[src/rtl/spi2axi_pkg.sv]
// Shared types and constants for the AXI4-Lite to SPI bridge.
package spi2axi_pkg;

   typedef enum logic [2:0] {
      ST_IDLE,
      ST_CSR,
      ST_SPI_START,
      ST_SPI_WAIT,
      ST_DRAIN,
      ST_RESP_B,
      ST_RESP_R
   } state_t;

   typedef enum logic [1:0] {
      K_SPI,
      K_CTRL,
      K_STATUS,
      K_ERR
   } kind_t;

   localparam logic [1:0] RESP_OKAY   = 2'b00;
   localparam logic [1:0] RESP_SLVERR = 2'b10;

   localparam logic [9:0] CTRL_OFS   = 10'h000;
   localparam logic [9:0] STATUS_OFS = 10'h004;

   // CTRL is {rd_op, wr_op, divider}; each byte lane is written only when its strobe is set.
   function automatic logic [23:0] ctrl_merge(input logic [23:0] cur,
                                              input logic [23:0] wd,
                                              input logic [2:0]  strb);
      logic [23:0] res;
      res = cur;
      for (int unsigned i = 0; i < 3; i++) begin
         if (strb[i]) res[i*8 +: 8] = wd[i*8 +: 8];
      end
      return res;
   endfunction

endpackage

[src/rtl/axil_spi_bridge_wr_latch.sv]
// Independent AW / W capture for the bridge; a write is pending once both halves are held.
module axil_wr_latch #(
   parameter int ADDR_W = 12
) (
   input  logic              sclk,
   input  logic              srstn,
   input  logic              idle_i,
   input  logic              take_i,
   input  logic [ADDR_W-1:0] awaddr_i,
   input  logic              awvalid_i,
   output logic              awready_o,
   input  logic [31:0]       wdata_i,
   input  logic [3:0]        wstrb_i,
   input  logic              wvalid_i,
   output logic              wready_o,
   output logic              req_o,
   output logic              pending_o,
   output logic [ADDR_W-1:0] awaddr_o,
   output logic [31:0]       wdata_o,
   output logic [3:0]        wstrb_o
);

   logic              aw_q, w_q;
   logic [ADDR_W-1:0] awaddr_q;
   logic [31:0]       wdata_q;
   logic [3:0]        wstrb_q;

   assign awready_o = idle_i & ~aw_q;
   assign wready_o  = idle_i & ~w_q;
   assign pending_o = aw_q & w_q;
   // Write is pending now or completes at this edge; used to block a competing read.
   assign req_o     = (aw_q | (awvalid_i & awready_o)) & (w_q | (wvalid_i & wready_o));
   assign awaddr_o  = awaddr_q;
   assign wdata_o   = wdata_q;
   assign wstrb_o   = wstrb_q;

   always_ff @(posedge sclk) begin
      if (!srstn) begin
         aw_q     <= 1'b0;
         w_q      <= 1'b0;
         awaddr_q <= '0;
         wdata_q  <= '0;
         wstrb_q  <= '0;
      end else if (take_i) begin
         aw_q <= 1'b0;
         w_q  <= 1'b0;
      end else begin
         if (awvalid_i && awready_o) begin
            aw_q     <= 1'b1;
            awaddr_q <= awaddr_i;
         end
         if (wvalid_i && wready_o) begin
            w_q     <= 1'b1;
            wdata_q <= wdata_i;
            wstrb_q <= wstrb_i;
         end
      end
   end

endmodule

[src/rtl/axil_spi_bridge.sv]
// AXI4-Lite slave turning single-beat accesses into SPI master byte transactions, plus CTRL/STATUS CSRs.
// Optional watchdog on SPI completion: define SPI_TIMEOUT_EN.
module axil_spi_bridge
   import spi2axi_pkg::*;
#(
   parameter int         ADDR_W         = 12,
   parameter logic [7:0] DIV_RST        = 8'd4,
   parameter logic [7:0] WR_OP_RST      = 8'h02,
   parameter logic [7:0] RD_OP_RST      = 8'h03,
   parameter int         TIMEOUT_CYCLES = 65535
) (
   input  logic              sclk,
   input  logic              srstn,
   input  logic [ADDR_W-1:0] s_awaddr,
   input  logic              s_awvalid,
   output logic              s_awready,
   input  logic [31:0]       s_wdata,
   input  logic [3:0]        s_wstrb,
   input  logic              s_wvalid,
   output logic              s_wready,
   output logic [1:0]        s_bresp,
   output logic              s_bvalid,
   input  logic              s_bready,
   input  logic [ADDR_W-1:0] s_araddr,
   input  logic              s_arvalid,
   output logic              s_arready,
   output logic [31:0]       s_rdata,
   output logic [1:0]        s_rresp,
   output logic              s_rvalid,
   input  logic              s_rready,
   output logic [7:0]        spi_sclk_divider,
   output logic              spi_wr_start,
   output logic              spi_rd_start,
   output logic [7:0]        spi_start_addr,
   output logic [7:0]        spi_state_init,
   output logic [7:0]        spi_wr_byte,
   input  logic [7:0]        spi_rd_byte,
   input  logic              spi_wr_finish,
   input  logic              spi_rd_finish
);

   state_t      state_q;
   kind_t       kind_q;
   logic        dir_wr_q, last_rd_q, drain_q;
   logic [7:0]  div_q, wrop_q, rdop_q, last_byte_q;
   logic        bvalid_q, rvalid_q, wr_start_q, rd_start_q;
   logic [1:0]  bresp_q, rresp_q;
   logic [31:0] rdata_q;
   logic [7:0]  start_addr_q, state_init_q, wr_byte_q;

   logic              idle, wr_req, wr_pending, wr_take, rd_take;
   logic [ADDR_W-1:0] awaddr_l;
   logic [31:0]       wdata_l;
   logic [3:0]        wstrb_l;
   kind_t             aw_kind, ar_kind;
   logic              unused_bits;

`ifdef SPI_TIMEOUT_EN
   localparam int CNT_W = $clog2(TIMEOUT_CYCLES + 1);
   logic [CNT_W-1:0] cnt_q;
`else
   assign drain_q = 1'b0;
`endif

   function automatic kind_t decode(input logic [ADDR_W-1:0] a);
      if ((a >> 11) != '0) return K_ERR;
      if (!a[10]) return K_SPI;
      if ({a[9:2], 2'b00} == CTRL_OFS) return K_CTRL;
      if ({a[9:2], 2'b00} == STATUS_OFS) return K_STATUS;
      return K_ERR;
   endfunction

   axil_wr_latch #(.ADDR_W(ADDR_W)) u_wr_latch (
      .sclk      (sclk),
      .srstn     (srstn),
      .idle_i    (idle),
      .take_i    (wr_take),
      .awaddr_i  (s_awaddr),
      .awvalid_i (s_awvalid),
      .awready_o (s_awready),
      .wdata_i   (s_wdata),
      .wstrb_i   (s_wstrb),
      .wvalid_i  (s_wvalid),
      .wready_o  (s_wready),
      .req_o     (wr_req),
      .pending_o (wr_pending),
      .awaddr_o  (awaddr_l),
      .wdata_o   (wdata_l),
      .wstrb_o   (wstrb_l)
   );

   assign idle      = (state_q == ST_IDLE);
   // Round-robin: a write beats a read only when the read class was served last.
   assign s_arready = idle & ~(wr_req & last_rd_q);
   assign wr_take   = idle & wr_pending & (last_rd_q | ~s_arvalid);
   assign rd_take   = s_arvalid & s_arready;
   assign aw_kind   = decode(awaddr_l);
   assign ar_kind   = decode(s_araddr);
   assign unused_bits = ^{wdata_l[31:24], wstrb_l[3]};

   assign s_bvalid         = bvalid_q;
   assign s_bresp          = bresp_q;
   assign s_rvalid         = rvalid_q;
   assign s_rresp          = rresp_q;
   assign s_rdata          = rdata_q;
   assign spi_sclk_divider = div_q;
   assign spi_wr_start     = wr_start_q;
   assign spi_rd_start     = rd_start_q;
   assign spi_start_addr   = start_addr_q;
   assign spi_state_init   = state_init_q;
   assign spi_wr_byte      = wr_byte_q;

   always_ff @(posedge sclk) begin
      if (!srstn) begin
         state_q      <= ST_IDLE;
         kind_q       <= K_SPI;
         dir_wr_q     <= 1'b0;
         last_rd_q    <= 1'b1;
         div_q        <= DIV_RST;
         wrop_q       <= WR_OP_RST;
         rdop_q       <= RD_OP_RST;
         last_byte_q  <= '0;
         bvalid_q     <= 1'b0;
         rvalid_q     <= 1'b0;
         bresp_q      <= RESP_OKAY;
         rresp_q      <= RESP_OKAY;
         rdata_q      <= '0;
         wr_start_q   <= 1'b0;
         rd_start_q   <= 1'b0;
         start_addr_q <= '0;
         state_init_q <= '0;
         wr_byte_q    <= '0;
`ifdef SPI_TIMEOUT_EN
         cnt_q        <= '0;
         drain_q      <= 1'b0;
`endif
      end else begin
         wr_start_q <= 1'b0;
         rd_start_q <= 1'b0;
`ifdef SPI_TIMEOUT_EN
         if (drain_q && (dir_wr_q ? spi_wr_finish : spi_rd_finish)) drain_q <= 1'b0;
`endif
         case (state_q)
            ST_IDLE: begin
               if (wr_take) begin
                  dir_wr_q  <= 1'b1;
                  last_rd_q <= 1'b0;
                  kind_q    <= aw_kind;
                  if (aw_kind == K_SPI) begin
                     start_addr_q <= awaddr_l[9:2];
                     state_init_q <= wrop_q;
                     wr_byte_q    <= wstrb_l[0] ? wdata_l[7:0] : 8'h00;
                     wr_start_q   <= 1'b1;
                     state_q      <= ST_SPI_START;
                  end else begin
                     state_q <= ST_CSR;
                  end
               end else if (rd_take) begin
                  dir_wr_q  <= 1'b0;
                  last_rd_q <= 1'b1;
                  kind_q    <= ar_kind;
                  if (ar_kind == K_SPI) begin
                     start_addr_q <= s_araddr[9:2];
                     state_init_q <= rdop_q;
                     rd_start_q   <= 1'b1;
                     state_q      <= ST_SPI_START;
                  end else begin
                     state_q <= ST_CSR;
                  end
               end
            end
            ST_CSR: begin
               if (dir_wr_q) begin
                  if (kind_q == K_CTRL)
                     {rdop_q, wrop_q, div_q} <= ctrl_merge({rdop_q, wrop_q, div_q},
                                                           wdata_l[23:0], wstrb_l[2:0]);
                  bresp_q  <= (kind_q == K_ERR) ? RESP_SLVERR : RESP_OKAY;
                  bvalid_q <= 1'b1;
                  state_q  <= ST_RESP_B;
               end else begin
                  case (kind_q)
                     K_CTRL:   rdata_q <= {8'h00, rdop_q, wrop_q, div_q};
                     K_STATUS: rdata_q <= {16'h0000, last_byte_q, 7'h00, drain_q};
                     default:  rdata_q <= '0;
                  endcase
                  rresp_q  <= (kind_q == K_ERR) ? RESP_SLVERR : RESP_OKAY;
                  rvalid_q <= 1'b1;
                  state_q  <= ST_RESP_R;
               end
            end
            ST_SPI_START: begin
               state_q <= ST_SPI_WAIT;
`ifdef SPI_TIMEOUT_EN
               cnt_q   <= '0;
`endif
            end
            ST_SPI_WAIT: begin
               if (dir_wr_q && spi_wr_finish) begin
                  bresp_q  <= RESP_OKAY;
                  bvalid_q <= 1'b1;
                  state_q  <= ST_RESP_B;
               end else if (!dir_wr_q && spi_rd_finish) begin
                  rdata_q     <= {24'h000000, spi_rd_byte};
                  last_byte_q <= spi_rd_byte;
                  rresp_q     <= RESP_OKAY;
                  rvalid_q    <= 1'b1;
                  state_q     <= ST_RESP_R;
               end
`ifdef SPI_TIMEOUT_EN
               else if (cnt_q == CNT_W'(TIMEOUT_CYCLES - 1)) begin
                  drain_q <= 1'b1;
                  if (dir_wr_q) begin
                     bresp_q  <= RESP_SLVERR;
                     bvalid_q <= 1'b1;
                     state_q  <= ST_RESP_B;
                  end else begin
                     rdata_q  <= '0;
                     rresp_q  <= RESP_SLVERR;
                     rvalid_q <= 1'b1;
                     state_q  <= ST_RESP_R;
                  end
               end else begin
                  cnt_q <= cnt_q + 1'b1;
               end
`endif
            end
            ST_RESP_B: begin
               if (s_bready) begin
                  bvalid_q <= 1'b0;
                  state_q  <= drain_q ? ST_DRAIN : ST_IDLE;
               end
            end
            ST_RESP_R: begin
               if (s_rready) begin
                  rvalid_q <= 1'b0;
                  state_q  <= drain_q ? ST_DRAIN : ST_IDLE;
               end
            end
            ST_DRAIN: begin
               if (!drain_q) state_q <= ST_IDLE;
            end
            default: state_q <= ST_IDLE;
         endcase
      end
   end

endmodule
[config.mk]
export PLATFORM = sky130hd
export DESIGN_NAME = axil_spi_bridge
export DESIGN_NICKNAME = d
export VERILOG_FILES = /design/src/rtl/spi2axi_pkg.sv /design/src/rtl/axil_spi_bridge_wr_latch.sv /design/src/rtl/axil_spi_bridge.sv
export SDC_FILE = /design/constraint.sdc
export NUM_CORES = 1
export LEC_CHECK = 0
export BUFFER_PORTS_ARGS = -buffer_cell sky130_fd_sc_hd__buf_2
export CAP_MARGIN = 10
export CORE_MARGIN = 3
export CORE_UTILIZATION = 25
export DETAILED_ROUTE_END_ITERATION = 12
export PLACE_DENSITY = 0.51
export SETUP_SLACK_MARGIN = 0.5
export SLEW_MARGIN = 15
export SYNTH_ARGS = -nofsm -noshare
export SYNTH_HDL_FRONTEND = slang
export SYNTH_HIERARCHICAL = 1
export SYNTH_SLANG_ARGS = --single-unit
[constraint.sdc]
create_clock -name sclk -period 5.9 [get_ports sclk]
set_clock_uncertainty 0.15 [all_clocks]
set_input_delay 0.295 -clock sclk [delete_from_list [all_inputs] [get_ports sclk]]
set_output_delay 0.295 -clock sclk [all_outputs]
set_load 0.005 [all_outputs]
==> qor.log <==
qor: cts.cts.path.max_buffers 2
qor: timing.min_period 2760 ps
qor: yosys.post_synth_inst_count 673
qor: grt.antenna_found_initial 0
qor: timing.fin_crit_sh 0.468
qor: cts.clk_transition_reported_paths 60 ps
qor: placement.dp_hpwl 12.0 mm
qor: min_path.holdCritPathClass input pin to flop
qor: grt.grt_pass1_wl 26.2 mm
qor: timing.hold_slack 11.1 ps
qor: cts.cts_num_sinks 132
qor: floorplan.fp.coreArea 22800 um2
qor: cts.cts_resized 0
qor: timing.maxSlewViolCount 0
qor: cts.cts_hold_bufs 39
qor: setup_path.cp.required 6070 ps
qor: power.p_per_area 407 nW/um2
qor: placement.count_of_input_and_output_buffers 128
qor: route.wirelength 17.3 mm
qor: timing.fmax 362 MHz
qor: setup_path.worst-setup-path-type flop to flop
qor: setup_path.end_kind flop
qor: route.antenna_violating_nets_post_route 0
qor: min_path.hold_path.startpoint spi_rd_byte[6]
qor: route.vias_after_detailed_routing 5063
qor: timing.timing.final.setup_violations 0
qor: floorplan.top_level_ports 152
qor: finish.footprint_of_the_multi_input_gates 2790 um2
qor: floorplan.die-width 159 um
qor: cts.h_tree_levels 4
qor: route.routed_wirelength_normalized_by_instance_count 15.2 um
qor: setup_path.r2r_cells 7
qor: finish.antenna_diodes 0
qor: cts.post_cts.repair.setup_buffers 0
qor: cts.cts_root_buffer sky130_fd_sc_hd__clkbuf_16
qor: yosys.mappedNetlistArea 5830 um2
qor: route.drc 0
qor: flow_run.maxCapViolations 0
qor: setup_path.regToRegSetupSlack 3140 ps
qor: timing.final-hold-violation-count 0
qor: grt.maximum_number_of_pins_on_one_net_before_global_route_repair 66
qor: power.max-vdd-ir-drop 140 uV
qor: setup_path.worstReg2RegEnd spi_state_init[3]
qor: cts.tritoncts_clock_tree yes
qor: route.dr.pass1.iters 5
qor: floorplan.die-area 25200 um2
qor: grt.grt.overflow.total 0
qor: finish.syn2layout_area_growth 29.7%
qor: finish.post_route_cells_drive_above_1_share 0.232
qor: setup_path.cp_max_fo 32
qor: timing.tightestPinTransition 819 ps
qor: power.power.leakage 2.99 nW
qor: setup_path.critPathArrivalTime 2930 ps
qor: finish.fill_cells 2433
qor: floorplan.die_y 159 um
qor: timing.grt_setup_unrepaired false
qor: setup_path.critPathLaunchType flop
qor: yosys.syn_area_per_cell 8.66 um2
qor: route.via_density_per_instance 4.46
qor: min_path.hold_crit_endpoint last_byte_q[6]
qor: timing.relSlewSlack 0.454
qor: grt.first_global_vias 4738
qor: finish.finished_core_util 0.332
qor: cts.cts_made_buffers 17
qor: yosys.ys_warn_count 6
qor: route.drtIter0Drc 260
qor: floorplan.placement_rows 55
qor: floorplan.initial_utilization 0.256
qor: grt.gr-usage-all-layers 0.136
qor: finish.layout.area.seq 2640 um2
qor: cts.clock_latency_on_the_worst_skew_pair 410 ps
qor: placement.gpl.final_weighted_congestion 0.771
qor: outcome.run_status completed
qor: finish.final_nets 891
qor: setup_path.critical_path.reg2reg.startpoint state_q[2]
qor: timing.totalNegativeSetupSlack 0 ps
qor: min_path.worst_hold_path.num_cells 3
[layout make-up]
type,instances,area share
tap,313,0.0518
clock buffer,22,0.0628
clock inverter,9,0.0169
multi-input combinational,477,0.369
inverter,8,0.00464
timing repair buffer,175,0.145
sequential,132,0.350
[report_power, final]
part | internal (W) | switching, W | leakage [nW] | total, W
clock | 0.000694 | 0.000392 | 0.288 | 0.00109
combinational | 0.000341 | 0.000494 | 1.63 | 0.000836
sequential | 0.00104 | 0.000116 | 1.07 | 0.00115
[metrics by stage]
step	instances	setup WS [ps]	total power, W	area [um2]
finish	1136	3140	0.00308	7560
global route	1136	2910	0.00326	7560
CTS	1135	3070	0.00311	7540
detailed placement	1065	3090	0.00199	6550
global placement	1065	3130	0.00198	6550
floorplan	682	3660	0.00181	5860
[state kept, by name, summed over array words and instances (netlist names), 2 cells and up]
signal               count
rdop_q                   8
spi_start_addr           8
spi_sclk_divider         8
kind_q                   2
u_wr_latch/wstrb_o       3
last_byte_q              8
state_q                  3
wrop_q                   8
spi_state_init           8
s_rdata                 24
u_wr_latch/wdata_o      24
u_wr_latch/awaddr_o     10
spi_wr_byte              8
[placed cells by master, fill, tap and decap left out, types with 6 or more instances in the layout]
master                          count
sky130_fd_sc_hd__buf_4              8
sky130_fd_sc_hd__a21oi_1           38
sky130_fd_sc_hd__mux2i_1           53
sky130_fd_sc_hd__a211oi_2           7
sky130_fd_sc_hd__o31ai_1            8
sky130_fd_sc_hd__clkbuf_16         17
sky130_fd_sc_hd__inv_1              6
sky130_fd_sc_hd__o21ai_0            7
sky130_fd_sc_hd__conb_1            10
sky130_fd_sc_hd__nand3_1           83
sky130_fd_sc_hd__a22oi_1            9
sky130_fd_sc_hd__a311oi_2           7
sky130_fd_sc_hd__dfxtp_1          132
sky130_fd_sc_hd__nand2b_1           6
sky130_fd_sc_hd__nor2_1            44
sky130_fd_sc_hd__dlygate4sd3_1     40
sky130_fd_sc_hd__nand2_1          150
sky130_fd_sc_hd__a311oi_1          12
sky130_fd_sc_hd__buf_2            127
[worst max-delay path, stage by stage, from the launching register on]
cell                       delay, ps
sky130_fd_sc_hd__dfxtp_1         380
sky130_fd_sc_hd__or3_4           430
sky130_fd_sc_hd__clkinv_4        120
sky130_fd_sc_hd__nand4_1         600
sky130_fd_sc_hd__o31ai_4         210
sky130_fd_sc_hd__buf_4           400
sky130_fd_sc_hd__nor2_1          100
sky130_fd_sc_hd__a311oi_2        240
[how the worst max path moves through the flow]
stage | to | startpoint | cells past startpoint
2_1_floorplan | u_wr_latch/wdata_o[10] | state_q[1] | 11
3_3_place_gp | spi_state_init[6] | state_q[2] | 7
3_5_place_dp | spi_state_init[3] | state_q[2] | 7
4_1_cts | spi_state_init[3] | state_q[2] | 7
5_1_grt | spi_state_init[0] | state_q[2] | 7
6_report | spi_state_init[3] | state_q[2] | 7
[layer usage]
layer | global-route usage | share of wire
met3 | 0.0332 | 0.052
met2 | 0.217 | 0.47
met4 | 0.0401 | 0.0089
met1 | 0.182 | 0.47
met5 | 0 | 0
No activity file was read; power rests on OpenSTA's default activity.
